**config.mk**
```make
export PLATFORM = sky130hd
export DESIGN_NAME = fifo_sync_param_flat
export DESIGN_NICKNAME = d
export VERILOG_FILES = /design/src/rtl/fifo_sync_param_if.sv /design/src/rtl/fifo_sync_param.sv /design/src/flat_wrapper.sv
export SDC_FILE = /design/constraint.sdc
export NUM_CORES = 1
export LEC_CHECK = 0
export BUFFER_PORTS_ARGS = -buffer_cell sky130_fd_sc_hd__buf_4
export CAP_MARGIN = 20
export CELL_PAD_IN_SITES_DETAIL_PLACEMENT = 1
export CELL_PAD_IN_SITES_GLOBAL_PLACEMENT = 2
export CORE_UTILIZATION = 49
export DETAILED_ROUTE_END_ITERATION = 16
export PLACE_DENSITY_LB_ADDON = 0.1
export SLEW_MARGIN = 20
export SYNTH_ARGS = -nofsm -noshare
export SYNTH_HDL_FRONTEND = slang
export SYNTH_SLANG_ARGS = --single-unit
export TNS_END_PERCENT = 1
```
**constraint.sdc**
```tcl
create_clock -name CLK -period 5 [get_ports CLK]
set_clock_uncertainty 0.15 [all_clocks]
set_input_delay 0.25 -clock CLK [delete_from_list [all_inputs] [get_ports CLK]]
set_output_delay 0.25 -clock CLK [all_outputs]
set_load 0.01 [all_outputs]
```
**src/rtl/fifo_sync_param_if.sv**
```systemverilog
// Bus bundle for fifo_sync_param: write/read requests, read data, status flags.
// Macro FIFO_SYNC_ERR_FLAGS_EN adds the sticky OVF/UDF error outputs.
interface fifo_sync_param_if #(
    parameter int WIDTH = 8,
    parameter int DEPTH = 16
);
    localparam int CW = $clog2(DEPTH) + 1;

    logic             W_EN;
    logic [WIDTH-1:0] W_DI;
    logic             REN;
    logic [WIDTH-1:0] R_DO;
    logic             FULL;
    logic             EMPTY;
    logic             AFULL;
    logic             AEMPTY;
    logic [CW-1:0]    COUNT;
`ifdef FIFO_SYNC_ERR_FLAGS_EN
    logic             OVF;
    logic             UDF;

    modport master (
        output W_EN, W_DI, REN,
        input  R_DO, FULL, EMPTY, AFULL, AEMPTY, COUNT, OVF, UDF
    );
    modport slave (
        input  W_EN, W_DI, REN,
        output R_DO, FULL, EMPTY, AFULL, AEMPTY, COUNT, OVF, UDF
    );
`else
    modport master (
        output W_EN, W_DI, REN,
        input  R_DO, FULL, EMPTY, AFULL, AEMPTY, COUNT
    );
    modport slave (
        input  W_EN, W_DI, REN,
        output R_DO, FULL, EMPTY, AFULL, AEMPTY, COUNT
    );
`endif
endinterface

```
**src/rtl/fifo_sync_param.sv**
```systemverilog
// Single-clock parametrised FIFO with occupancy count, almost flags and optional FWFT read.
// Macro FIFO_SYNC_ERR_FLAGS_EN enables sticky overflow/underflow flags (OVF/UDF).
module fifo_sync_param #(
    parameter int WIDTH      = 8,
    parameter int DEPTH      = 16,
    parameter int AFULL_THR  = 12,
    parameter int AEMPTY_THR = 2,
    parameter int FWFT       = 0
) (
    input logic              CLK,
    input logic              RST,
    fifo_sync_param_if.slave bus
);
    localparam int AW = $clog2(DEPTH);
    localparam int CW = AW + 1;
    localparam logic [CW-1:0] CNT_FULL = CW'(DEPTH);
    localparam logic [CW-1:0] CNT_AF   = CW'(AFULL_THR);
    localparam logic [CW-1:0] CNT_AE   = CW'(AEMPTY_THR);

    // Handshake: a write is taken when W_EN=1 and FULL=0, a read when REN=1 and
    // EMPTY=0, each at the rising edge; any other request is dropped with no effect.
    logic [WIDTH-1:0] mem [DEPTH];
    logic [AW-1:0]    wptr;
    logic [AW-1:0]    rptr;
    logic [AW-1:0]    rptr_inc;
    logic [CW-1:0]    count;
    logic [CW-1:0]    count_next;
    logic             wr_acc;
    logic             rd_acc;
    logic             full_q;
    logic             empty_q;
    logic             afull_q;
    logic             aempty_q;
    logic [WIDTH-1:0] rdo_q;
    logic [WIDTH-1:0] rdo_next;

    assign wr_acc   = bus.W_EN & ~full_q;
    assign rd_acc   = bus.REN & ~empty_q;
    assign rptr_inc = rptr + AW'(1);

    always_comb begin
        count_next = count;
        if (wr_acc && !rd_acc) begin
            count_next = count + CW'(1);
        end else if (rd_acc && !wr_acc) begin
            count_next = count - CW'(1);
        end
    end

    // Storage is deliberately not reset so it maps onto RAM.
    always_ff @(posedge CLK) begin
        if (wr_acc) begin
            mem[wptr] <= bus.W_DI;
        end
    end

    generate
        if (FWFT != 0) begin : g_fwft
            // Output register always holds the head; load the word that becomes head.
            always_comb begin
                rdo_next = rdo_q;
                if (rd_acc) begin
                    if (count != CW'(1)) begin
                        rdo_next = mem[rptr_inc];
                    end else if (wr_acc) begin
                        rdo_next = bus.W_DI;
                    end
                end else if (empty_q && wr_acc) begin
                    rdo_next = bus.W_DI;
                end
            end
        end else begin : g_std
            always_comb begin
                rdo_next = rdo_q;
                if (rd_acc) begin
                    rdo_next = mem[rptr];
                end
            end
        end
    endgenerate

    always_ff @(posedge CLK or posedge RST) begin
        if (RST) begin
            wptr     <= '0;
            rptr     <= '0;
            count    <= '0;
            full_q   <= 1'b0;
            empty_q  <= 1'b1;
            afull_q  <= 1'b0;
            aempty_q <= 1'b1;
            rdo_q    <= '0;
        end else begin
            if (wr_acc) begin
                wptr <= wptr + AW'(1);
            end
            if (rd_acc) begin
                rptr <= rptr_inc;
            end
            count    <= count_next;
            full_q   <= (count_next == CNT_FULL);
            empty_q  <= (count_next == '0);
            afull_q  <= (count_next >= CNT_AF);
            aempty_q <= (count_next <= CNT_AE);
            rdo_q    <= rdo_next;
        end
    end

    assign bus.R_DO   = rdo_q;
    assign bus.FULL   = full_q;
    assign bus.EMPTY  = empty_q;
    assign bus.AFULL  = afull_q;
    assign bus.AEMPTY = aempty_q;
    assign bus.COUNT  = count;

`ifdef FIFO_SYNC_ERR_FLAGS_EN
    logic ovf_q;
    logic udf_q;

    always_ff @(posedge CLK or posedge RST) begin
        if (RST) begin
            ovf_q <= 1'b0;
            udf_q <= 1'b0;
        end else begin
            if (bus.W_EN && full_q) begin
                ovf_q <= 1'b1;
            end
            if (bus.REN && empty_q) begin
                udf_q <= 1'b1;
            end
        end
    end

    assign bus.OVF = ovf_q;
    assign bus.UDF = udf_q;
`endif
endmodule

```
**src/flat_wrapper.sv**
```systemverilog
// flat-port wrapper written by rule: the top's interface ports become plain ports
module fifo_sync_param_flat 
#(
    parameter int WIDTH      = 8,
    parameter int DEPTH      = 16,
    parameter int AFULL_THR  = 12,
    parameter int AEMPTY_THR = 2,
    parameter int FWFT       = 0
)
  (CLK, RST, bus_W_EN, bus_W_DI, bus_REN, bus_R_DO, bus_FULL, bus_EMPTY, bus_AFULL, bus_AEMPTY, bus_COUNT);
  fifo_sync_param_if #(.WIDTH(WIDTH), .DEPTH(DEPTH)) bus_i ();
  input logic CLK;
  input logic RST;
  input wire logic [$bits(bus_i.W_EN)-1:0] bus_W_EN;
  input wire logic [$bits(bus_i.W_DI)-1:0] bus_W_DI;
  input wire logic [$bits(bus_i.REN)-1:0] bus_REN;
  output wire logic [$bits(bus_i.R_DO)-1:0] bus_R_DO;
  output wire logic [$bits(bus_i.FULL)-1:0] bus_FULL;
  output wire logic [$bits(bus_i.EMPTY)-1:0] bus_EMPTY;
  output wire logic [$bits(bus_i.AFULL)-1:0] bus_AFULL;
  output wire logic [$bits(bus_i.AEMPTY)-1:0] bus_AEMPTY;
  output wire logic [$bits(bus_i.COUNT)-1:0] bus_COUNT;
  assign bus_i.W_EN = bus_W_EN;
  assign bus_i.W_DI = bus_W_DI;
  assign bus_i.REN = bus_REN;
  assign bus_R_DO = bus_i.R_DO;
  assign bus_FULL = bus_i.FULL;
  assign bus_EMPTY = bus_i.EMPTY;
  assign bus_AFULL = bus_i.AFULL;
  assign bus_AEMPTY = bus_i.AEMPTY;
  assign bus_COUNT = bus_i.COUNT;
  fifo_sync_param #(.WIDTH(WIDTH), .DEPTH(DEPTH), .AFULL_THR(AFULL_THR), .AEMPTY_THR(AEMPTY_THR), .FWFT(FWFT)) u_core (.CLK(CLK), .RST(RST), .bus(bus_i));
endmodule
```
* Yosys cells after proc, flatten, opt, wreduce, memory -nomap -nowiden *
Memory sizes are Yosys's and may differ from the RTL's. A register that Yosys moved wholly into a read port is not among the register bits.
Cells that the tools add are included.

word-level totals
  flip-flop bits (word level) = 17
  bits in latches = 0
  bits in writable memories = 128
  ROM bits = 0
  bits of input ports = 12
  output and inout port bits = 17
  memories kept = 1

memory list
  name        depth  bits a word  read ports  clocked after memory_dff  wr ports  RTL line               text
  u_core.mem  16     8            1           1                         1         fifo_sync_param.sv:22  logic [WIDTH-1:0] mem [DEPTH];

operators by class
  $add $sub $neg = 4
  multiply operators = 0
  div/mod/pow operators = 0
  order comparisons = 2
  eq/ne operators = 1
  shift-type cells = 0
  mux-type cells = 4
  bitwise logic cells = 4
  reductions and logical operators = 5

operators with widths
  kind                 count
  $mux 5               2
  $add 4x1->4 const B  2
  $add 5x1->5 const B  1
  $eq 5x5->1 const B   1
  $ge 5x4->1 const B   1
  $le 5x2->1 const B   1
  $logic_not 5->1      1
  $sub 5x1->5 const B  1
  $and 1x1->1          2
  $logic_and 1x1->1    2
  $logic_not 1->1      2
  $mux 1               2
  $not 1->1            2

* Depth between registers and ports, before layout *
Gate-level depths: netlist of run 1.

  depth after elaboration = 7
  depth in mapped cells = 7

* Worst setup path after synthesis of run 1 *
No wires, ideal clock.

  path kind = reg-to-reg
  start = register u_core.empty_q (netlist: u_core.bus.EMPTY)
  end = register u_core.aempty_q (netlist: u_core.bus.AEMPTY)
  setup time = 0.105 ns
  arrival time = 1.533 ns
  required time = 4.745 ns
  path slack = 3.212 ns
  cell stages (with the launch flop) = 6
  buffers on the path = 0
  cell sequence = dfstp_2 and2b_2 nor2_2 a22oi_4 xnor2_2 a2111oi_2

between the ends
  longest elaborated chain between the ends = 6
  elaborated cells between the ends (all ways) = 8

RTL lines
  item                                                  RTL line                                      text
  start: declaration                                    fifo_sync_param.sv:31                         logic empty_q;
  start signal: assignment                              fifo_sync_param.sv:101                        empty_q <= (count_next == '0);
  $not 1->1 *                                           fifo_sync_param.sv:38                         assign rd_acc = bus.REN & ~empty_q;
  $and 1x1->1 *                                         fifo_sync_param.sv:38
  $logic_and 1x1->1 or $logic_not 1->1 (tied branches)  fifo_sync_param.sv:45, fifo_sync_param.sv:43
  $mux 5 or $logic_and 1x1->1 (tied branches)           fifo_sync_param.sv:45, fifo_sync_param.sv:43
  $mux 5 *                                              fifo_sync_param.sv:43                         if (wr_acc && !rd_acc) begin
  named net u_core.count_next[2]                        fifo_sync_param.sv:27                         logic [CW-1:0] count_next;
  $le 5x2->1 *                                          fifo_sync_param.sv:103                        aempty_q <= (count_next <= CNT_AE);
  end signal: assignment                                fifo_sync_param.sv:103
  end: declaration                                      fifo_sync_param.sv:33                         logic aempty_q;

Mark *: on every way through the listed nets, which the timed path passes. The rest lies on a longest branch.
A chain may end at the register's enable or synchronous reset.

==> flow_summary.yaml, run 1 <==
floorplan:
  core_um2: 12600
  die_x_um: 115
  num_rows: 41
  dieArea_um2: 13300
  chipHeight_um: 115
  start_util: 0.500
  ios: 29
placed_design:
  portBuffers: 28
  dp_slack_ps: 2640
  hpwl_um: 9080
  gp_congestion: 0.754
layout:
  fillCellCount: 1155
  drive_gt1_frac: 0.185
  fin_nets: 439
  antennaDiodeCount: 0
  area_growth_pct: 15.2
synthesis:
  yosysMostFrequentCell: "edfxtp_1"
  yosysTopAreaCellShare: 0.611
  ys_seq_area_frac: 0.711
  synth_area_per_cell_um2: 16.2
  synth_nets: 406
  synth-seq-cells: 153
  syn_area_um2: 6290
  yosysTopAreaCell: "edfxtp_1"
  synthArstFlopShare: 0.163
  ys_types: 46
  synthCells: 387
  synth_edf_count: 128
  yosys-top-cells-area: "edfxtp_1 61%, dfrtp_1 9.2%, mux2i_1 8.1%"
  synthFlopType: "edfxtp_1"
  synth_warnings: 0
  yosys-top-cells-count: "128 x edfxtp_1, 51 x mux2i_1, 23 x dfrtp_1"
sta:
  fin_hold_ws_ps: 23.9
  maxSlewHeadroom: 0.479
  timing.fmax_mhz: 417
  setup_viol: 0
  tns_ps: 0
  drv_slew: 0
  hold_viol_final: 0
  setup_slack_ps: 2600
  min_period_ps: 2400
  fin_crit_sh: 0.479
  rsz0062_at_grt: "no"
  worstMarginPinSlew_ps: 782
global_routing:
  first_global_vias: 3532
  grt_max_degree: 46
  track_usage: 0.232
  antenna_found_initial: 0
  grt-ovfl-total: 0
  grt_pass1_wl_um: 21100
detailed_routing:
  vias: 3362
  drt-initial-drc-count: 268
  wl_per_cell_um: 22.8
  firstDrtPassIters: 4
  detail-route-antenna-nets: 0
  drc: 0
  wl_um: 13800
  avgViaCountPerCell: 5.56
clock_network:
  cts.sink_count: 153
  cts_buffers: 17
  cts_setup_buffers: 0
  root_buffer: "clkbuf_16"
  clock_latency_ps: 430
  clockBufferDepth: 2
  ctsHtreeMaxLevel: 4
  cts_tree: "built"
  clkTransAtPathRegs_ps: 60
worst_setup_path:
  arrival_ps: 2540
  required_ps: 5150
  path_max_fanout: 22
  worstSetupStartpointType: "register"
  end_kind: "register"
  path_class: "reg2reg"
min_path:
  hp-class: "in2reg"
pwr:
  power.density_nw_per_um2: 587
  vdd_drop_max_v: 0.000324
  power_leakage_nw: 2.61
job:
  drv_cap: 0
outcome:
  status: "finished, final reports clean"
layer usage:
layer / share of wire / GRT usage / vias up
li1: - / - / 1549
met1: 0.47 / 0.313 / 1728
met2: 0.49 / 0.367 / 64
met3: 0.028 / 0.0501 / 21
met4: 0.018 / 0.0987 / 0
met5: 0 / 0 / -
final timing paths:
path	startpoint	to	slack, ps	depth (start not counted)
hold reg to reg	u_core.bus.R_DO[7]	u_core.bus.R_DO[7]	330	2
max in group asynchronous	RST	u_core.rptr[1]	3950	3
setup / recovery	u_core.rptr[2]	u_core.bus.R_DO[6]	2600	5
min in group asynchronous	RST	u_core.bus.FULL	300	3
hold / removal	bus_W_DI[4]	u_core.mem[3][4]	20	1
setup reg to reg	u_core.rptr[2]	u_core.bus.R_DO[6]	2600	5
critical path: stages (launching register included):
cell and delay [ps]:
dfrtp_2 650, buf_4 410, nor2b_1 520, a22oi_1 190, a32oi_1 220, o21ai_0 110
power by group:
part           switching [W]  internal, W  total [W]  leakage [nW]
combinational       0.000695     0.000498    0.00119         0.871
sequential          0.000180      0.00160    0.00178          1.45
clock               0.000479     0.000804    0.00128         0.291
state kept, by name, indices dropped and copies added, names as in the netlist:
| register | flops |
|---|---|
| u_core.rptr | 4 |
| u_core.mem | 128 |
| u_core.bus.COUNT | 5 |
| u_core.wptr | 4 |
| u_core.bus.AFULL | 1 |
| u_core.bus.R_DO | 8 |
| u_core.bus.AEMPTY | 1 |
| u_core.bus.FULL | 1 |
| u_core.bus.EMPTY | 1 |
cell type report:
class,instances,area (um^2),area share
flip-flops and latches,153,4470,0.618
multi-input cells,210,1690,0.233
clock buffers,22,464,0.0641
repair buffers,33,255,0.0352
well taps,172,215,0.0297
clock inverters,10,126,0.0174
inverters,5,18.8,0.00259
what timing repair did:
action | 4_1_cts | 5_1_grt
gates resized for setup | 0 | 0
hold buffers | 3 | 0
endpoints found under the hold margin | 55 | 0
per-stage QoR:
step / instance area (um^2) / util / cells / total power, W
4_1_cts: 7240 / 0.576 / 605 / 0.00429
6_report: 7240 / 0.576 / 605 / 0.00425
3_3_place_gp: 6620 / 0.527 / 570 / 0.00297
5_1_grt: 7240 / 0.576 / 605 / 0.00447
3_5_place_dp: 6620 / 0.527 / 570 / 0.00300
2_1_floorplan: 6290 / - / 387 / 0.00262
logic make-up after synthesis:
group	synth area share
flip-flops	0.711
adder cells (fa/ha/maj)	0.0139
multiplexers	0.0955
AO/OA/AOI/OAI	0.0601
XOR/XNOR	0.0193
buffers and inverters	0.0199
AND/OR/NAND/NOR	0.0800
cells in the final DEF (no fill, tap or decap), types with 2 or more instances in the layout:
master           n
bufinv_16        3
clkinv_2         5
xnor2_1          7
nor2_1           5
ha_1             7
mux2i_1         51
nand4_1          8
nand2b_1         3
dlygate4sd3_1    3
clkbuf_8         2
inv_1            4
clkbuf_16       17
clkbuf_1         3
and2_1          18
a32oi_1          2
nor2_2           2
dfstp_2          2
nor4_1           2
dfrtp_1         21
a22oi_1         21
mux4_2           4
nand3_1         16
dfrtp_2          2
a21oi_1          8
o21ai_1          2
o21ai_0          4
a211oi_1         7
nor2b_1         10
nand2_1         15
buf_4           30
edfxtp_1       128
No activity file was read; power rests on OpenSTA's default activity.
==> inputs of run 2 (changes only) <==
--- a/config.mk
+++ b/config.mk
@@ -5,11 +5,12 @@
 export SDC_FILE = /design/constraint.sdc
 export NUM_CORES = 1
 export LEC_CHECK = 0
+export ABC_AREA = 1
 export BUFFER_PORTS_ARGS = -buffer_cell sky130_fd_sc_hd__buf_4
 export CAP_MARGIN = 20
 export CELL_PAD_IN_SITES_DETAIL_PLACEMENT = 1
 export CELL_PAD_IN_SITES_GLOBAL_PLACEMENT = 2
-export CORE_UTILIZATION = 49
+export CORE_UTILIZATION = 42
 export DETAILED_ROUTE_END_ITERATION = 16
 export PLACE_DENSITY_LB_ADDON = 0.1
 export SLEW_MARGIN = 20
==> constraint.sdc (replaced) <==
create_clock -name CLK -period 2.3 [get_ports CLK]
set_clock_uncertainty 0.15 [all_clocks]
set_input_delay 0.115 -clock CLK [delete_from_list [all_inputs] [get_ports CLK]]
set_output_delay 0.115 -clock CLK [all_outputs]
set_load 0.01 [all_outputs]
==> run 2 against run 1 <==
  * Die area increased by 20%
  * Final cell count rose by 36%
  * Global-route usage shrank 0.12 points
  * Non-clock buffer count rose by 30
  * Combinational power rose to 2.8 times the previous value
  * Core utilization fell by 6.6 points
  * Clock power up 130%
  * Maximum frequency is 29% higher
  * Sequential share of layout area fell by 3.8 points
==> flow_summary.yaml, run 2 <==
clock_network:
  cts_tree: "built"
  cts-hold-fix-buffers: 11
  clock_latency_ps: 430
  clockBufferDepth: 2
  root_buffer: "clkbuf_16"
  ctsHtreeMaxLevel: 4
  cts_buffers: 17
  clkTransAtPathRegs_ps: 60
  cts_resized: 0
  cts_setup_buffers: 0
  cts.sink_count: 153
floorplan:
  num_rows: 45
  dieArea_um2: 15900
  die_x_um: 126
  chipHeight_um: 126
  ios: 29
  core_um2: 15100
  start_util: 0.428
layout:
  fillCellCount: 1605
  fin_nets: 643
  final_area_um2: 7720
  mostFrequentLayoutCells: "190 x nand2_1, 128 x edfxtp_1, 76 x nand3_1"
  stdcell_count: 825
  top_register: "u_core.mem"
  utilization: 0.510
  final_common_cell: "nand2_1"
  antennaDiodeCount: 0
  drive_gt1_frac: 0.174
  largest_reg_flops: 128
  multi_input_area_um2: 1760
  regArea_um2: 4470
  area_growth_pct: 19.3
job:
  drv_cap: 0
synthesis:
  synthFlopType: "edfxtp_1"
  synth_edf_count: 128
  synthAdderAreaFrac: 0.0135
  ys_seq_area_frac: 0.691
  synthXorXnorAreaFrac: 0.00812
  yosys-top-cells-count: "190 x nand2_1, 128 x edfxtp_1, 76 x nand3_1"
  synth_warnings: 0
  synth-seq-cells: 153
  yosysTopAreaCellShare: 0.594
  synth_nets: 586
  syn_area_um2: 6470
  ys_types: 27
  yosysMostFrequentCell: "nand2_1"
  synth_simple_gate_area_share: 0.218
  synth_top_family_by_area: "simple AND/OR/NAND/NOR gates"
  yosysTopAreaCell: "edfxtp_1"
  synthMuxAreaShare: 0
  synth_area_per_cell_um2: 11.4
  synthArstFlopShare: 0.163
  synthCells: 567
  yosys-top-cells-area: "edfxtp_1 59%, nand2_1 11%, dfrtp_1 8.9%"
  synth_compound_area_frac: 0.0313
sta:
  tns_ps: 0
  setup_slack_ps: 444
  hold_viol_final: 0
  setup_viol: 0
  fin_crit_sh: 0.807
  timing.fmax_mhz: 539
  rsz0062_at_grt: "no"
  drv_slew: 0
  worstMarginPinSlew_ps: 916
  maxSlewHeadroom: 0.389
  min_period_ps: 1860
detailed_routing:
  drc: 0
  wl_per_cell_um: 20.7
  detail-route-antenna-nets: 0
  firstDrtPassIters: 5
  drt-initial-drc-count: 273
  avgViaCountPerCell: 5.27
  vias: 4347
  wl_um: 17100
placed_design:
  hpwl_um: 11300
  portBuffers: 28
  dp_slack_ps: 418
  place_area_um2: 6980
  gp_congestion: 0.786
  place_inst: 782
worst_setup_path:
  critPathBufInv: 1
  crit_path_max_incr_delay_ps: 570
  worstSetupStartpointType: "register"
  cp_cell_sequence: "inv_1 > nand2_2 > nand2_2 > nand3_1 > nand2_2 > nor2_1 > nand3_1 > nor2_1"
  path_class: "reg2reg"
  end_kind: "register"
  arrival_ps: 2070
  critical-path-top-delay-family: "simple AND/OR/NAND/NOR gates"
  required_ps: 2510
  crit_top_cell: "nand2_2"
  cp_slowest_cell: "dfstp_2"
  path_max_fanout: 17
global_routing:
  antenna_found_initial: 0
  grt_pass1_wl_um: 26200
  grt-ovfl-total: 0
  first_global_vias: 4482
  track_usage: 0.231
  grt_max_degree: 66
outcome:
  status: "finished, final reports clean"
pwr:
  vdd_drop_max_v: 0.000622
  power_leakage_nw: 3.06
  power.density_nw_per_um2: 1310
min_path:
  hp-class: "in2async"
[run 2: cell count changes after synthesis, moves of 7 or more]
cell / delta
a211oi_1: -7
nor2_1: +17
inv_1: +12
a21oi_1: +11
nor2b_1: -10
mux2i_1: -51
a22oi_1: -21
and2_1: -18
nand3b_1: +7
buf_2: +8
nand3_1: +60
xnor2_1: -7
nand2_2: +11
nand2_1: +175
[run 2: kinds of logic (layout without fill, tap and decap cells)]
kind of cell,count (synthesis),in the layout
and+or+nand+nor,319,319
DFF,153,153
buffers and inverters,48,118
AOI/OAI and AO/OA,34,34
adders and majority gates,7,7
xor gates and xnor gates,6,6
[run 2: path summary, 6_finish.rpt]
| check | slack (ps) | from | to | depth (start not counted) |
|---|---|---|---|---|
| setup / recovery | 440 | u_core.bus.EMPTY | u_core.bus.EMPTY | 8 |
| hold / removal | 300 | RST | u_core.bus.AFULL | 3 |
| setup reg to reg | 440 | u_core.bus.EMPTY | u_core.bus.EMPTY | 8 |
| hold reg to reg | 350 | u_core.bus.R_DO[6] | u_core.bus.R_DO[6] | 2 |
| max in group asynchronous | 1070 | RST | u_core.rptr[0] | 3 |
| min in group CLK | 350 | u_core.bus.R_DO[6] | u_core.bus.R_DO[6] | 2 |
[run 2: final cells by class]
cell class,instances,share of cell area
well taps,188,0.0305
inverters,23,0.0112
clock inverters,14,0.0254
multi-input cells,366,0.227
clock buffers,18,0.0569
repair buffers,63,0.0697
flip-flops and latches,153,0.579
[run 2: routing by layer]
metal,vias to the layer above,routed length (um),track usage
met5,-,0,0
met4,0,398,0.0957
met3,26,485,0.0467
met2,65,8810,0.401
met1,2195,7410,0.280
li1,2061,-,-
[run 2: through the flow]
stage	hold WS, ps	power [W]
6_report	299	0.0101
4_1_cts	326	0.0102
5_1_grt	375	0.0107
2_1_floorplan	-9.16	0.00592
3_3_place_gp	190	0.00707
3_5_place_dp	231	0.00717
[run 2: worst min-delay path: stages]
cell and delay, ps:
dlygate4sd3_1 540, buf_4 130, inv_1 650
[run 2: report_power, final]
group,internal [W],switching (W),total (W)
clock,0.00185,0.00113,0.00298
combinational,0.00112,0.00223,0.00336
sequential,0.00345,0.000287,0.00374
total,0.00643,0.00365,0.0101
==> inputs of run 3 (changes only) <==
==> constraint.sdc (replaced) <==
create_clock -name CLK -period 1.79 [get_ports CLK]
set_clock_uncertainty 0.15 [all_clocks]
set_input_delay 0.0895 -clock CLK [delete_from_list [all_inputs] [get_ports CLK]]
set_output_delay 0.0895 -clock CLK [all_outputs]
set_load 0.01 [all_outputs]
==> run 3 against run 2 <==
  * First-iteration DRC count up 32%
  * Sequential power increased by 27%
  * Global-route usage grew 1.4 points
  * Via count rose by 2.7%
  * Power is 29% higher
  * Critical path depth increased by 2
  * Worst setup slack worse by 350 ps
  * Sequential cell count unchanged
  * Non-clock buffer count is 15 higher
  * Worst hold slack lost 120 ps
  * Largest power group unchanged
==> flow_summary.yaml, run 3 (synthesis gave the netlist of run 2 again) <==
outcome:
  status: "finished, final reports clean"
global_routing:
  first_global_vias: 4673
  track_usage: 0.245
  grt_max_degree: 59
  grt_pass1_wl_um: 27800
  antenna_found_initial: 0
  grt-ovfl-total: 0
layout:
  top_register: "u_core.mem"
  final_area_um2: 7820
  drive_gt1_frac: 0.196
  fillCellCount: 1595
  antennaDiodeCount: 0
  mostFrequentLayoutCells: "190 x nand2_1, 128 x edfxtp_1, 73 x nand3_1"
  area_growth_pct: 20.7
  regArea_um2: 4470
  utilization: 0.516
  final_common_cell: "nand2_1"
  fin_nets: 658
  multi_input_area_um2: 1780
  stdcell_count: 840
  largest_reg_flops: 128
placed_design:
  place_area_um2: 7100
  hpwl_um: 12200
  gp_congestion: 0.787
  portBuffers: 28
  place_inst: 797
sta:
  setup_viol: 0
  fin_crit_sh: 0.945
  worstMarginPinSlew_ps: 382
  hold_viol_final: 0
  drv_slew: 0
  rsz0062_at_grt: "yes"
  min_period_ps: 1690
  maxSlewHeadroom: 0.746
  timing.fmax_mhz: 591
clock_network:
  ctsHtreeMaxLevel: 4
  clkTransAtPathRegs_ps: 60
  cts_tree: "built"
  clock_latency_ps: 430
  cts.sink_count: 153
  clockBufferDepth: 2
  cts_buffers: 17
  root_buffer: "clkbuf_16"
detailed_routing:
  firstDrtPassIters: 4
  vias: 4463
  detail-route-antenna-nets: 0
  drc: 0
  wl_um: 18000
  drt-initial-drc-count: 359
  avgViaCountPerCell: 5.31
  wl_per_cell_um: 21.4
worst_setup_path:
  arrival_ps: 1900
  end_kind: "register"
  path_max_fanout: 38
  path_class: "reg2reg"
  required_ps: 2000
  worstSetupStartpointType: "register"
  reg2reg_depth: 10
floorplan:
  dieArea_um2: 15900
  ios: 29
  core_um2: 15100
  chipHeight_um: 126
  start_util: 0.428
  die_x_um: 126
  num_rows: 45
min_path:
  hp-class: "in2async"
pwr:
  power.density_nw_per_um2: 1660
  report.power.total_w: 0.0130
  power_leakage_nw: 3.12
  vdd_drop_max_v: 0.000795
job:
  drv_cap: 0
## run 3: final timing paths
kind / start / endpoint / slack, ps
min in group CLK: u_core.bus.R_DO[4] / u_core.bus.R_DO[4] / 330
setup reg to reg: u_core.rptr[0] / u_core.bus.R_DO[6] / 100
hold / removal: RST / u_core.bus.R_DO[4] / 180
max in group asynchronous: RST / u_core.bus.EMPTY / 1000
setup / recovery: u_core.rptr[0] / u_core.bus.R_DO[6] / 100
hold reg to reg: u_core.bus.R_DO[4] / u_core.bus.R_DO[4] / 330
## run 3: routing by layer
metal  vias to the layer above  wire, um  track usage
li1                       2087         -            -
met1                      2268      8080        0.329
met2                        88      8790        0.398
met3                        20       784       0.0489
met4                         0       304       0.0815
met5                         -         0            0
## run 3: repair_timing
item,CTS,global route
pin swaps,0,1
hold buffers,11,0
setup endpoints to repair,2,26
setup buffers,0,0
resized for setup,1,9
hold endpoints to repair,158,0
## run 3: final cells by class
class	count	share of cell area
repair buffers	78	0.0853
multi-input cells	366	0.228
clock inverters	10	0.0130
flip-flops and latches	153	0.572
clock buffers	22	0.0594
inverters	23	0.0117
well taps	188	0.0301
## run 3: metrics by stage
step | setup TNS [ps] | hold slack [ps] | setup WS [ps]
floorplan | 0 | -34.7 | 7.66
global placement | -24.2 | 33.3 | -24.2
detailed placement | -64.5 | 53.9 | -49.4
CTS | 0 | 177 | 29.4
global route | -26.3 | 225 | -14.9
finish | 0 | 177 | 98.4
## run 3: power breakdown
group	internal (W)	switching, W
combinational	0.00165	0.00310
sequential	0.00444	0.000318
clock	0.00210	0.00137
total	0.00819	0.00479
## run 3: critical path: stages (launching register included)
cell and delay [ps]:
dfrtp_2 430, inv_2 100, buf_12 210, nand2_1 90, nand3_2 130, nand3_1 110
nand2_1 80, nand2_1 50, nand2_1 120, nand2_1 70, nand2_1 50
